### config.mk
export PLATFORM = sky130hd
export DESIGN_NAME = linear_layer_sequencer
export DESIGN_NICKNAME = d
export VERILOG_FILES = /design/src/rtl/linear_layer_sequencer.sv
export SDC_FILE = /design/constraint.sdc
export NUM_CORES = 1
export LEC_CHECK = 0
export BUFFER_PORTS_ARGS = -buffer_cell sky130_fd_sc_hd__clkbuf_2
export CAP_MARGIN = 5
export CORE_UTILIZATION = 30
export DETAILED_ROUTE_END_ITERATION = 16
export PLACE_DENSITY = 0.64
export SYNTH_ARGS = -nofsm -noshare
export SYNTH_HDL_FRONTEND = slang
export SYNTH_SLANG_ARGS = --single-unit
### constraint.sdc
create_clock -name clk -period 5.2 [get_ports clk]
set_input_delay 0.26 -clock clk [delete_from_list [all_inputs] [get_ports clk]]
set_output_delay 0.26 -clock clk [all_outputs]
set_load 0.05 [all_outputs]
### src/rtl/linear_layer_sequencer.sv
// Sequencer for a quantized linear layer y = W*x + b: walks SRAM operands through one
// pipelined Q5.10 MAC with a dependent accumulator chain and writes saturated results.
module linear_layer_sequencer #(
    parameter int WIDTH  = 16,
    parameter int ACC_W  = 2 * WIDTH,
    parameter int DIM_W  = 8,
    parameter int ADDR_W = 16
) (
    input  logic              clk,
    input  logic              rst,
    input  logic              start,
    input  logic [DIM_W-1:0]  cfg_rows,
    input  logic [DIM_W-1:0]  cfg_cols,
    output logic              busy,
    output logic              done,
    output logic              rd_en,
    output logic [ADDR_W-1:0] x_addr,
    output logic [ADDR_W-1:0] w_addr,
    output logic [ADDR_W-1:0] b_addr,
    input  logic [WIDTH-1:0]  x_rdata,
    input  logic [WIDTH-1:0]  w_rdata,
    input  logic [WIDTH-1:0]  b_rdata,
    output logic              mac_start,
    output logic [WIDTH-1:0]  mac_a,
    output logic [WIDTH-1:0]  mac_b,
    output logic [ACC_W-1:0]  mac_acc_in,
    input  logic [ACC_W-1:0]  mac_acc_out,
    input  logic              mac_valid,
    output logic              y_we,
    output logic [ADDR_W-1:0] y_addr,
    output logic [WIDTH-1:0]  y_wdata
);

    typedef enum logic [2:0] {
        S_IDLE  = 3'd0,
        S_FETCH = 3'd1,
        S_ISSUE = 3'd2,
        S_WAIT  = 3'd3,
        S_WRITE = 3'd4,
        S_DONE  = 3'd5
    } state_t;

    localparam logic [DIM_W-1:0]        DIM_ONE  = DIM_W'(1);
    localparam logic [ADDR_W-1:0]       ADDR_ONE = ADDR_W'(1);
    localparam logic signed [ACC_W-1:0] SAT_MAX  = {{(ACC_W-WIDTH+1){1'b0}}, {(WIDTH-1){1'b1}}};
    localparam logic signed [ACC_W-1:0] SAT_MIN  = {{(ACC_W-WIDTH+1){1'b1}}, {(WIDTH-1){1'b0}}};

    state_t                  state_r;
    logic [DIM_W-1:0]        rows_r;
    logic [DIM_W-1:0]        cols_r;
    logic [DIM_W-1:0]        row_r;
    logic [DIM_W-1:0]        col_r;
    logic [ADDR_W-1:0]       wptr_r;
    logic signed [ACC_W-1:0] acc_r;

    function automatic logic [WIDTH-1:0] sat16(input logic signed [ACC_W-1:0] a);
        logic [WIDTH-1:0] res;
        if (a > SAT_MAX) begin
            res = SAT_MAX[WIDTH-1:0];
        end else if (a < SAT_MIN) begin
            res = SAT_MIN[WIDTH-1:0];
        end else begin
            res = a[WIDTH-1:0];
        end
        return res;
    endfunction

    // Operand buses pass SRAM read data straight through in ISSUE (data arrives that cycle).
    always_comb begin
        mac_a      = {WIDTH{1'b0}};
        mac_b      = {WIDTH{1'b0}};
        mac_acc_in = {ACC_W{1'b0}};
        if (mac_start) begin
            mac_a = x_rdata;
            mac_b = w_rdata;
            if (col_r == {DIM_W{1'b0}}) begin
                mac_acc_in = {{(ACC_W-WIDTH){b_rdata[WIDTH-1]}}, b_rdata};
            end else begin
                mac_acc_in = acc_r;
            end
        end else begin
            mac_a      = {WIDTH{1'b0}};
            mac_b      = {WIDTH{1'b0}};
            mac_acc_in = {ACC_W{1'b0}};
        end
    end

    // Sequencer FSM; strobes and addresses are registered together with the next state.
    always_ff @(posedge clk) begin
        if (rst) begin
            state_r   <= S_IDLE;
            rows_r    <= {DIM_W{1'b0}};
            cols_r    <= {DIM_W{1'b0}};
            row_r     <= {DIM_W{1'b0}};
            col_r     <= {DIM_W{1'b0}};
            wptr_r    <= {ADDR_W{1'b0}};
            acc_r     <= {ACC_W{1'b0}};
            busy      <= 1'b0;
            done      <= 1'b0;
            rd_en     <= 1'b0;
            x_addr    <= {ADDR_W{1'b0}};
            w_addr    <= {ADDR_W{1'b0}};
            b_addr    <= {ADDR_W{1'b0}};
            mac_start <= 1'b0;
            y_we      <= 1'b0;
            y_addr    <= {ADDR_W{1'b0}};
            y_wdata   <= {WIDTH{1'b0}};
        end else begin
            rd_en     <= 1'b0;
            x_addr    <= {ADDR_W{1'b0}};
            w_addr    <= {ADDR_W{1'b0}};
            b_addr    <= {ADDR_W{1'b0}};
            mac_start <= 1'b0;
            y_we      <= 1'b0;
            y_addr    <= {ADDR_W{1'b0}};
            y_wdata   <= {WIDTH{1'b0}};
            done      <= 1'b0;
            case (state_r)
                S_IDLE: begin
                    if (start) begin
                        rows_r <= cfg_rows;
                        cols_r <= cfg_cols;
                        row_r  <= {DIM_W{1'b0}};
                        col_r  <= {DIM_W{1'b0}};
                        wptr_r <= {ADDR_W{1'b0}};
                        if ((cfg_rows == {DIM_W{1'b0}}) || (cfg_cols == {DIM_W{1'b0}})) begin
                            state_r <= S_DONE;
                            done    <= 1'b1;
                        end else begin
                            state_r <= S_FETCH;
                            busy    <= 1'b1;
                            rd_en   <= 1'b1;
                        end
                    end else begin
                        state_r <= S_IDLE;
                    end
                end
                S_FETCH: begin
                    state_r   <= S_ISSUE;
                    mac_start <= 1'b1;
                end
                S_ISSUE: begin
                    state_r <= S_WAIT;
                end
                S_WAIT: begin
                    if (mac_valid) begin
                        acc_r  <= mac_acc_out;
                        wptr_r <= wptr_r + ADDR_ONE;
                        if (col_r < (cols_r - DIM_ONE)) begin
                            col_r   <= col_r + DIM_ONE;
                            state_r <= S_FETCH;
                            rd_en   <= 1'b1;
                            x_addr  <= ADDR_W'(col_r + DIM_ONE);
                            w_addr  <= wptr_r + ADDR_ONE;
                            b_addr  <= ADDR_W'(row_r);
                        end else begin
                            state_r <= S_WRITE;
                            y_we    <= 1'b1;
                            y_addr  <= ADDR_W'(row_r);
                            y_wdata <= sat16(mac_acc_out);
                        end
                    end else begin
                        state_r <= S_WAIT;
                    end
                end
                S_WRITE: begin
                    if (row_r < (rows_r - DIM_ONE)) begin
                        row_r   <= row_r + DIM_ONE;
                        col_r   <= {DIM_W{1'b0}};
                        state_r <= S_FETCH;
                        rd_en   <= 1'b1;
                        w_addr  <= wptr_r;
                        b_addr  <= ADDR_W'(row_r + DIM_ONE);
                    end else begin
                        state_r <= S_DONE;
                        busy    <= 1'b0;
                        done    <= 1'b1;
                    end
                end
                S_DONE: begin
                    state_r <= S_IDLE;
                end
                default: begin
                    state_r <= S_IDLE;
                    busy    <= 1'b0;
                end
            endcase
        end
    end

endmodule
==> results by group <==
Die
  – Site Rows: 55
  – DIE HEIGHT: around 160 µm
  – Die width: 156 µm
  – Starting density of the core: between 30% and 40%
  – Die area: about 0.024 mm²
  – Placeable Area: ~0.023 mm²
  – IO Count: between 200 and 250

Cells and area
  – Register area: 0.00292 mm²
  – Post-layout util: slightly below 40%
  – Area Growth Syn to Fin: 26.3%
  – ANT cells: 0
  – Commonest non-fill, non-tap cell in the layout: clkbuf_2
  – Final Net Count: between 1000 and 1500
  – Commonest non-fill, non-tap cells in the layout: clkbuf_2, nand2_1, dfxtp_1
  – Multi-input gate area: around 0.0038 mm²
  – Fillers: 2343
  – Layout cells sized above 1: approximately a quarter

Global routing
  – First-pass GRT wire length: roughly 33 mm
  – Largest net degree at the start of global routing: 66
  – Vias in the first global route: just over 6000
  – Total GRT Usage: approximately 17%
  – Initial antenna violation count: 0
  – GRT overflow: 0

Pwr
  – Leak: between 3 and 4 nW
  – Sw Ratio: 28.4%
  – Flop pwr share: a little over two fifths
  – Pwr Total: 2.76 mW
  – Max VDD drop: roughly 0.18 mV
  – Psw: roughly 780 µW
  – Internal power: ~2.0 mW
  – Logic gate share of total power: a little over an eighth
  – Cell area power density: a little over 300 mW/mm²
  – Clock Power Share: approximately 45%

Clocking
  – # hold bufs at CTS: 0
  – Post_cts resized: 0
  – CTS tree: built
  – H-tree levels: 4
  – Post-CTS setup buffer count: 0
  – Worst skew pair latency: 0.42 ns
  – CTS Root Cell: clkbuf_16
  – CTS Buf Count: 17
  – Clk sinks: 146
  – Worst-path clk slew: about 0.070 ns
  – CTS Buffer Depth: 2

Setup path
  – Critical path peak fanout: 16
  – Startpoint Class: register
  – CP Cell Sequence: or4_1 -> nor4_1 -> xnor2_1 -> ha_1 -> a21oi_1 -> o21ai_1 -> a211oi_2 -> nand3b_1 -> o221ai_1
  – Worst path slowest cell: a211oi_2
  – Crit Path Class: register to register
  – Critical path required time: between 5 and 6 ns
  – Critical Path End Type: register
  – Max incr delay on CP: 0.94 ns
  – Data arrival, critical path: roughly 3.8 ns

STA
  – Setup TNS after final layout: 0 ns
  – Fin crit share: between 60% and 70%
  – Fmax: 290 MHz
  – Post-route setup slack: 1.75 ns
  – Measured slew at the worst slew-check pin: ~1.1 ns
  – Final Hold Vio Count: 0
  – Minimum clock period: between 3 and 4 ns
  – Setup violators final: 0
  – RSZ-0062 raised after global routing: no
  – Max_slew headroom: 28.4%
  – Layout Skew: between 0.01 and 0.015 ns
  – Slew Viols, Final: 0
  – WHS: roughly 0.061 ns

Worst hold path
  – HP Class: input pin to register

Placed design
  – Post-place setup slack: about 1.7 ns
  – HPWL after detailed placement: about 15 mm
  – PortBufs: roughly 230
  – Final Wtd Congestion: slightly above 0.8

Detailed routing
  – First DRT Iteration DRCs: 460
  – DRC violations left: 0
  – Drt first pass iters: 5
  – Final wirelength: approximately 21 mm
  – WL/cell: roughly 15 µm
  – Avg Vias per Cell: 4.84
  – Number of routed nets with antenna violations: 0
  – Detailed-route via count: 6805

Job
  – MaxCap Viol Count: 0

Yosys
  – Post-synthesis sequential area ratio: roughly two fifths
  – Cell Area, Synth: between 0.007 and 0.008 mm²
  – Post-synth EDFFs: 0
  – Ys Warns: 0
  – Ys async rst share: 0%
  – Yosys reg bits: 146
  – Post-synth top area share: roughly two fifths
  – Top cell type by total area after synthesis: dfxtp_1
  – Synth unique cells: 65
  – Mapped Avg Cell Area: ~8 µm²
  – Synth Flop Type: dfxtp_1
  – Cell count after synthesis: 884
  – Synth area leaders: dfxtp_1, nand2_1, a21oi_1

Outcome
  – Status: completed
-- final cells by class --
type / count / area share [%]
Multi-Input combinational cell: 659 / 42.2
Sequential cell: 146 / 32.5
Timing Repair Buffer: 236 / 13.4
Clock buffer: 20 / 4.97
Tap cell: 313 / 4.36
Clock inverter: 12 / 1.61
Inverter: 21 / 0.877
-- metrics by stage --
stage          instance area (µm²)  std cells
2_1_floorplan                 7190        905
3_3_place_gp                  8400       1375
3_5_place_dp                  8400       1375
4_1_cts                       8990       1407
5_1_grt                       8990       1407
6_report                      8990       1407
-- power groups by stage --
stage	Clock (mW)	Sequential, mW	Combinational [mW]
after floorplan	0	1.18	0.264
after global placement	0	1.18	0.354
after detailed placement	0	1.18	0.356
after CTS	1.28	1.15	0.357
after global routing	1.32	1.15	0.388
final	1.25	1.15	0.358
-- metal layers --
layer,wire length [µm],vias up,track usage (%)
li1,-,3405,-
met1,10300,3189,23.8
met2,9780,194,26.5
met3,984,17,3.19
met4,279,0,5.98
met5,0,-,0
-- registers in the layout, summed over array words and instances (netlist names), 3 cells and up --
signal / flops
col_r: 8
y_wdata: 16
wptr_r: 16
row_r: 8
acc_r: 32
cols_r: 8
rows_r: 8
w_addr: 16
b_addr: 9
x_addr: 9
state_r: 3
y_addr: 8
-- cell usage after synthesis (all sizes together) (8+ instances only) --
library cell / count
dfxtp: 146
nand4: 9
nand2: 161
clkbuf: 40
o21ai: 25
buf: 39
xnor2: 14
ha: 20
inv: 20
nand3: 36
nor3: 15
mux2i: 20
nor4: 14
nor2: 63
and3: 8
a21boi: 17
nor2b: 16
a21oi: 88
and2: 45
a21o: 8
-- worst max-delay path, delay by kind of cell, from the launching register on --
family / cells / cell delay, ns
AO/OA/AOI/OAI: 4 / 1.58
AND/OR/NAND/NOR: 3 / 0.99
flip-flops: 1 / 0.36
adder cells (fa/ha/maj): 1 / 0.28
XOR/XNOR: 1 / 0.17
-- cells by family (layout without fill, tap and decap cells) --
kind of cell	Yosys count	in the layout	synth area share, %
flip-flops	146	146	41.1
other	1	22	0.0527
AO/OA/AOI/OAI	182	182	16.6
AND/OR/NAND/NOR	396	396	26.8
buffers and inverters	100	289	6.81
XOR/XNOR	19	19	2.34
adder cells (fa/ha/maj)	20	20	3.52
multiplexers	20	20	2.81
-- worst paths after layout --
check | startpoint | to | slack, ns | cells after the start
worst max-delay path | rows_r[2] | row_r[2] | 1.75 | 9
worst min-delay path | mac_acc_out[10] | acc_r[10] | 0.06 | 3
worst max register to register | rows_r[2] | row_r[2] | 1.75 | 9
worst min register to register | acc_r[8] | acc_r[8] | 0.46 | 2
Power figures use the tool's default switching activity.
